[config.mk]
export PLATFORM = sky130hd
export DESIGN_NAME = ann_layer_sequencer
export DESIGN_NICKNAME = d
export VERILOG_FILES = /design/src/rtl/ann_ctrl_pkg.sv /design/src/rtl/ann_addr_counter.sv /design/src/rtl/ann_layer_sequencer.sv
export SDC_FILE = /design/constraint.sdc
export NUM_CORES = 1
export LEC_CHECK = 0
export BUFFER_PORTS_ARGS = -buffer_cell sky130_fd_sc_hd__buf_4
export CORE_AREA = 4 4 61 63
export CTS_CLUSTER_SIZE = 14
export DETAILED_ROUTE_END_ITERATION = 8
export DIE_AREA = 0 0 65 67
export PLACE_DENSITY = 0.78
export SYNTH_ARGS = -nofsm -noshare
export SYNTH_HDL_FRONTEND = slang
export SYNTH_SLANG_ARGS = --single-unit
[constraint.sdc]
create_clock -name clk -period 2.3 [get_ports clk]
set_clock_uncertainty 0.15 [all_clocks]
set_input_delay 0.115 -clock clk [delete_from_list [all_inputs] [get_ports clk]]
set_output_delay 0.115 -clock clk [all_outputs]
set_load 0.005 [all_outputs]
[src/rtl/ann_ctrl_pkg.sv]
// Shared types and constants for the FC classifier layer sequencer.
// Holds the controller state encoding, the default layer lengths and the class-index width.
package ann_ctrl_pkg;

    typedef enum logic [2:0] {
        IDLE,
        CLR,
        ACC,
        DRAIN,
        RELU,
        ARGMAX,
        DONE
    } state_t;

    localparam int NUM_LAYERS  = 3;
    localparam int K_WIDTH     = 2;
    localparam int DEF_N_L1    = 400;
    localparam int DEF_N_L2    = 120;
    localparam int DEF_N_L3    = 84;
    localparam int LAYER_LEN [NUM_LAYERS] = '{DEF_N_L1, DEF_N_L2, DEF_N_L3};
    localparam int CLASS_WIDTH = 4;

    function automatic int max_len(input int a, input int b, input int c);
        int m;
        m = (a > b) ? a : b;
        return (m > c) ? m : c;
    endfunction

endpackage

[src/rtl/ann_addr_counter.sv]
// Weight-address up-counter with sync clear, enable and a programmable terminal count.
// The tc flag is registered alongside the count so it always describes the current address.
module ann_addr_counter #(
    parameter int ADDR_WIDTH = 9
) (
    input  logic                  clk,
    input  logic                  reset,
    input  logic                  clear,
    input  logic                  enable,
    input  logic [ADDR_WIDTH-1:0] last,
    output logic [ADDR_WIDTH-1:0] count,
    output logic                  tc
);

    logic [ADDR_WIDTH-1:0] count_reg;
    logic [ADDR_WIDTH-1:0] count_next;
    logic                  tc_reg;

    // Saturate at the terminal count so the address can never run past the layer.
    always_comb begin
        count_next = count_reg;
        if (clear) begin
            count_next = '0;
        end else if (enable && !tc_reg) begin
            count_next = count_reg + ADDR_WIDTH'(1);
        end
    end

    always_ff @(posedge clk or posedge reset) begin
        if (reset) begin
            count_reg <= '0;
            tc_reg    <= 1'b0;
        end else begin
            count_reg <= count_next;
            tc_reg    <= (count_next == last);
        end
    end

    assign count = count_reg;
    assign tc    = tc_reg;

endmodule

[src/rtl/ann_layer_sequencer.sv]
// Start/done controller for the 400->120->84->10 classifier: sequences the three layers on a
// shared weight-address bus, drives accumulate/ReLU enables and resets, and captures the argmax.
module ann_layer_sequencer
    import ann_ctrl_pkg::*;
#(
    parameter int N_L1        = ann_ctrl_pkg::DEF_N_L1,
    parameter int N_L2        = ann_ctrl_pkg::DEF_N_L2,
    parameter int N_L3        = ann_ctrl_pkg::DEF_N_L3,
    parameter int ADDR_WIDTH  = 9,
    parameter int CLASS_WIDTH = ann_ctrl_pkg::CLASS_WIDTH
) (
    input  logic                   clk,
    input  logic                   reset,
    input  logic                   start,
    input  logic                   abort,
    input  logic [CLASS_WIDTH-1:0] class_in,
    output logic [ADDR_WIDTH-1:0]  address,
    output logic                   rst_layer,
    output logic                   rst_relu,
    output logic [2:0]             en_layer,
    output logic [1:0]             en_relu,
    output logic                   busy,
    output logic                   done,
    output logic [CLASS_WIDTH-1:0] class_out
);

    generate
        if ((1 << ADDR_WIDTH) < max_len(N_L1, N_L2, N_L3)) begin : g_addr_width_check
            $error("ADDR_WIDTH too small for the longest layer");
        end
    endgenerate

    state_t               state_reg;
    state_t               state_next;
    logic [K_WIDTH-1:0]   k_reg;
    logic [K_WIDTH-1:0]   k_next;
    logic                 abort_hit;
    logic                 tc;
    logic                 cnt_clear;
    logic                 cnt_enable;
    logic [ADDR_WIDTH-1:0] last_addr;

    logic                 layer_on;
    logic                 relu_on;
    logic [2:0]           en_layer_next;
    logic [1:0]           en_relu_next;

    logic                 rst_layer_reg;
    logic                 rst_relu_reg;
    logic [2:0]           en_layer_reg;
    logic [1:0]           en_relu_reg;
    logic                 busy_reg;
    logic                 done_reg;
    logic [CLASS_WIDTH-1:0] class_out_reg;

    always_comb begin
        state_next = state_reg;
        k_next     = k_reg;
        abort_hit  = 1'b0;
        case (state_reg)
            IDLE:    if (start && !abort) state_next = CLR;
            CLR: begin
                state_next = ACC;
                k_next     = '0;
            end
            ACC:     if (tc) state_next = DRAIN;
            DRAIN:   state_next = (k_reg < K_WIDTH'(NUM_LAYERS - 1)) ? RELU : ARGMAX;
            RELU: begin
                state_next = ACC;
                k_next     = k_reg + K_WIDTH'(1);
            end
            ARGMAX:  state_next = DONE;
            DONE:    state_next = IDLE;
            default: state_next = IDLE;
        endcase
        // The result capture in DONE wins over a late abort.
        if (abort && (state_reg != IDLE) && (state_reg != DONE)) begin
            state_next = IDLE;
            abort_hit  = 1'b1;
        end
    end

    always_comb begin
        case (k_next)
            2'd0:    last_addr = ADDR_WIDTH'(N_L1 - 1);
            2'd1:    last_addr = ADDR_WIDTH'(N_L2 - 1);
            default: last_addr = ADDR_WIDTH'(N_L3 - 1);
        endcase
    end

    assign cnt_clear  = (state_next == IDLE) || (state_next == CLR) || (state_next == RELU);
    assign cnt_enable = (state_reg == ACC) && (state_next == ACC);

    ann_addr_counter #(
        .ADDR_WIDTH(ADDR_WIDTH)
    ) u_addr_counter (
        .clk    (clk),
        .reset  (reset),
        .clear  (cnt_clear),
        .enable (cnt_enable),
        .last   (last_addr),
        .count  (address),
        .tc     (tc)
    );

    // Outputs are decoded from the upcoming state so they appear registered with it.
    assign layer_on = (state_next == ACC) || (state_next == DRAIN);
    assign relu_on  = (state_next == RELU);

    genvar gi;
    generate
        for (gi = 0; gi < NUM_LAYERS; gi++) begin : g_en_layer
            assign en_layer_next[gi] = layer_on && (k_next == K_WIDTH'(gi));
        end
        for (gi = 0; gi < NUM_LAYERS - 1; gi++) begin : g_en_relu
            assign en_relu_next[gi] = relu_on && (k_next == K_WIDTH'(gi));
        end
    endgenerate

    always_ff @(posedge clk or posedge reset) begin
        if (reset) begin
            state_reg     <= IDLE;
            k_reg         <= '0;
            rst_layer_reg <= 1'b0;
            rst_relu_reg  <= 1'b0;
            en_layer_reg  <= '0;
            en_relu_reg   <= '0;
            busy_reg      <= 1'b0;
            done_reg      <= 1'b0;
            class_out_reg <= '0;
        end else begin
            state_reg     <= state_next;
            k_reg         <= k_next;
            rst_layer_reg <= (state_next == CLR) || abort_hit;
            rst_relu_reg  <= (state_next == CLR);
            en_layer_reg  <= en_layer_next;
            en_relu_reg   <= en_relu_next;
            busy_reg      <= (state_next != IDLE);
            done_reg      <= (state_next == DONE);
            if (state_next == DONE) begin
                class_out_reg <= class_in;
            end
        end
    end

    assign rst_layer = rst_layer_reg;
    assign rst_relu  = rst_relu_reg;
    assign en_layer  = en_layer_reg;
    assign en_relu   = en_relu_reg;
    assign busy      = busy_reg;
    assign done      = done_reg;
    assign class_out = class_out_reg;

endmodule
==> results.md <==
* Main combinational cell family by area after synthesis: simple AND/OR/NAND/NOR gates
* Relative slew slack at 75.0%
* DPL Wire Length at 2340 um
* Pleak at 0.878 nW
* Max_cap viols at 0
* Commonest non-fill, non-tap cell in the layout: buf_4
* Gate power share at 17.2%
* Final Slew Violations at 0
* Setup TNS at 0 ns
* Initial core utilization at 43.6%
* Critical Path Max Stage Delay at 0.50 ns
* Status: finished, final reports clean
* Die Y-Extent at 67 um
* Post-synthesis mux area share at 3.91%
* Vias per cell at 5.24
* Wire length of the first global-routing pass at 5570 um
* P&R area growth vs syn at 31.7%
* Final setup vio count at 0
* Netlist cell types at 40
* Main flop type after synthesis: dfrtp_1
* Placeable Area at 3230 um2
* Buffers plus inverters on the worst setup path at 1
* Synth Area per Inst at 10.4 um2
* Worst Path Arrival at 2.33 ns
* Sequential Power Share at 51.8%
* Final Hold Vio Count at 0
* DR WL/cell at 14.9 um
* Total CTS buffers at 3
* Int Pwr at 0.771 mW
* CP required at 2.38 ns
* Clock share of power at 31.0%
* Number of synthesized flops with an enable pin at 0
* Number of global-route vias before repair at 1,172
* Syn nets at 145
* Synth Area in XOR/XNOR at 6.76%
* GRT Resource Usage Total at 16.5%
* Final period util at 97.7%
* CP Max Fanout at 6
* Share of the synthesized area in the top cell type at 49.8%
* Largest area contributor in the netlist: dfrtp_1
* Max IR drop VDD at 0.345 mV
* Register bit total from synthesis at 28
* HP Class: in2async
* Routability congestion estimate at 0.926
* Pwr/cell area at 562 nW/um2
* Initial antenna violation count at 0
* Residual DRC at 0
* Top area cells in the synthesized netlist: dfrtp_1 50%, nor2_1 4.5%, mux2_2 3.2%, xor2_1 3.1%, nand2_1 2.9%
* Clock tree sinks at 28
* Asr flop ratio synth at 100%
* Seq/Total Area, Yosys at 49.8%
* # port buffers at 29
* Final hold slack at 0.228 ns
* Worst skew pair latency at 0.33 ns
* Pre-Repair DR Iteration Count at 4
* CP top delay family: simple AND/OR/NAND/NOR gates
* Tmin final at 2.25 ns
* Worst-path clk slew at 0.16 ns
* Ratio of cells with drive above 1 in the final layout at 32.6%
* Post-synthesis simple-gate area fraction at 27.5%
* Die area at 4360 um2
* 1st-iter DRT viols at 43
* Synth Area in Adders at 0.889%
* Mapped cell area at 1410 um2
* I/O pins at 30
* Yosys warning count at 0
* Row count at 21
* Via count at 1,173
* Fmax at 445 MHz
* TritonCTS clock tree: yes
* CP Class: reg2reg
* Die Wd at 65 um
* Nets@finish at 188
* CP max stage cell: dfrtp_2
* Post-synthesis cell count at 136
* Setup crit start kind: flop
* Synth Area in Compound Gates at 7.47%
* Post-Route WL at 3330 um
* Htree depth at 1
* Grt ovf at 0
* Number of diodes at 0
* CP Capture Type: flop
* Crit-path cells: buf_4 -> or3b_1 -> a21oi_1 -> nor2_1 -> nand3_1 -> nand4b_1 -> a2111oi_2
* NetSw at 0.271 mW
* Bufs on Longest Clock Path at 2
* CTS Root Buffer Type: clkbuf_4
* Max reg flops at 9
* Largest net degree at the start of global routing at 29
* Net Sw Frac at 26.0%
* Fillers at 271
* Post-DRT Antenna Nets at 0
* Worst slew pin tran at 0.374 ns
* Most frequent cells in the layout: 37 x buf_4, 26 x dfrtp_1, 17 x nor2_1, 11 x nand2_1, 7 x dlygate4sd3_1
[per-layer routing]
layer | GRT usage, % | up-vias | wire length [um]
li1 | - | 547 | -
met1 | 19.6 | 564 | 1280
met2 | 29.6 | 56 | 1780
met3 | 2.53 | 6 | 215
met4 | 6.33 | 0 | 54
met5 | 0 | - | 0
[power groups by stage]
stage               Combinational [mW]  Clock, mW  Sequential, mW
CTS                              0.175      0.326           0.537
global route                     0.200      0.348           0.543
global placement                 0.160          0           0.545
finish                           0.179      0.323           0.540
detailed placement               0.164          0           0.546
floorplan                        0.104          0           0.541
[tightest hold or removal path, delay by kind of cell]
kind / cells / cell delay [ns]
buf+inv: 4 / 1.02
[final timing paths]
kind	cells past startpoint	slack, ns	to	start
max	7	0.05	u_addr_counter.tc	state_reg[1]
min	4	0.23	u_addr_counter.count[1]	reset
max reg2reg	7	0.05	u_addr_counter.tc	state_reg[1]
min reg2reg	1	0.38	class_out[1]	class_out[1]
max in group asynchronous	4	1.48	state_reg[1]	reset
min in group clk	1	0.38	class_out[1]	class_out[1]
[area by class of cell]
type	count	area [um2]	share of cell area [%]
Clock inverter	1	30.0	1.62
Sequential cell	28	703	37.9
Tap cell	46	57.6	3.10
Clock buffer	3	22.5	1.21
Timing Repair Buffer	44	348	18.8
Inverter	4	15.0	0.810
Multi-Input combinational cell	98	678	36.6
[cell usage after synthesis (2+ instances only)]
cell / n
or3_1: 2
nor2b_1: 4
nand2_1: 11
inv_1: 4
xor2_1: 5
a31oi_1: 2
nand3_1: 3
nor3_1: 4
mux2_2: 4
and3_1: 2
xnor2_1: 4
o21ai_0: 4
nand2b_1: 6
nor2_1: 17
a211oi_1: 2
clkbuf_1: 4
buf_6: 2
nand4_1: 2
dfrtp_1: 28
a21oi_1: 6
[metrics by stage]
step	power, mW	instances	util, %	setup slack, ns	instance area [um2]
floorplan	0.645	136	-	0.201	1410
global placement	0.705	212	52.5	0.194	1700
detailed placement	0.711	212	52.5	0.0349	1700
CTS	1.04	223	56.3	0.0432	1820
global route	1.09	224	57.4	-0.0615	1850
finish	1.04	224	57.4	0.0527	1850
[repair_timing]
action,in CTS,in global routing
buffers inserted,0,1
endpoints found under the hold margin,40,0
hold buffers,7,0
gates resized for setup,0,6
endpoints found under the setup margin,0,1
[cell families after synthesis]
kind of cell,after synthesis
AOI/OAI and AO/OA,17
xor gates and xnor gates,10
adders and majority gates,1
and+or+nand+nor,65
buffers and inverters,10
DFF,28
muxes,5
Note: power is estimated with default switching activity, not from simulation.
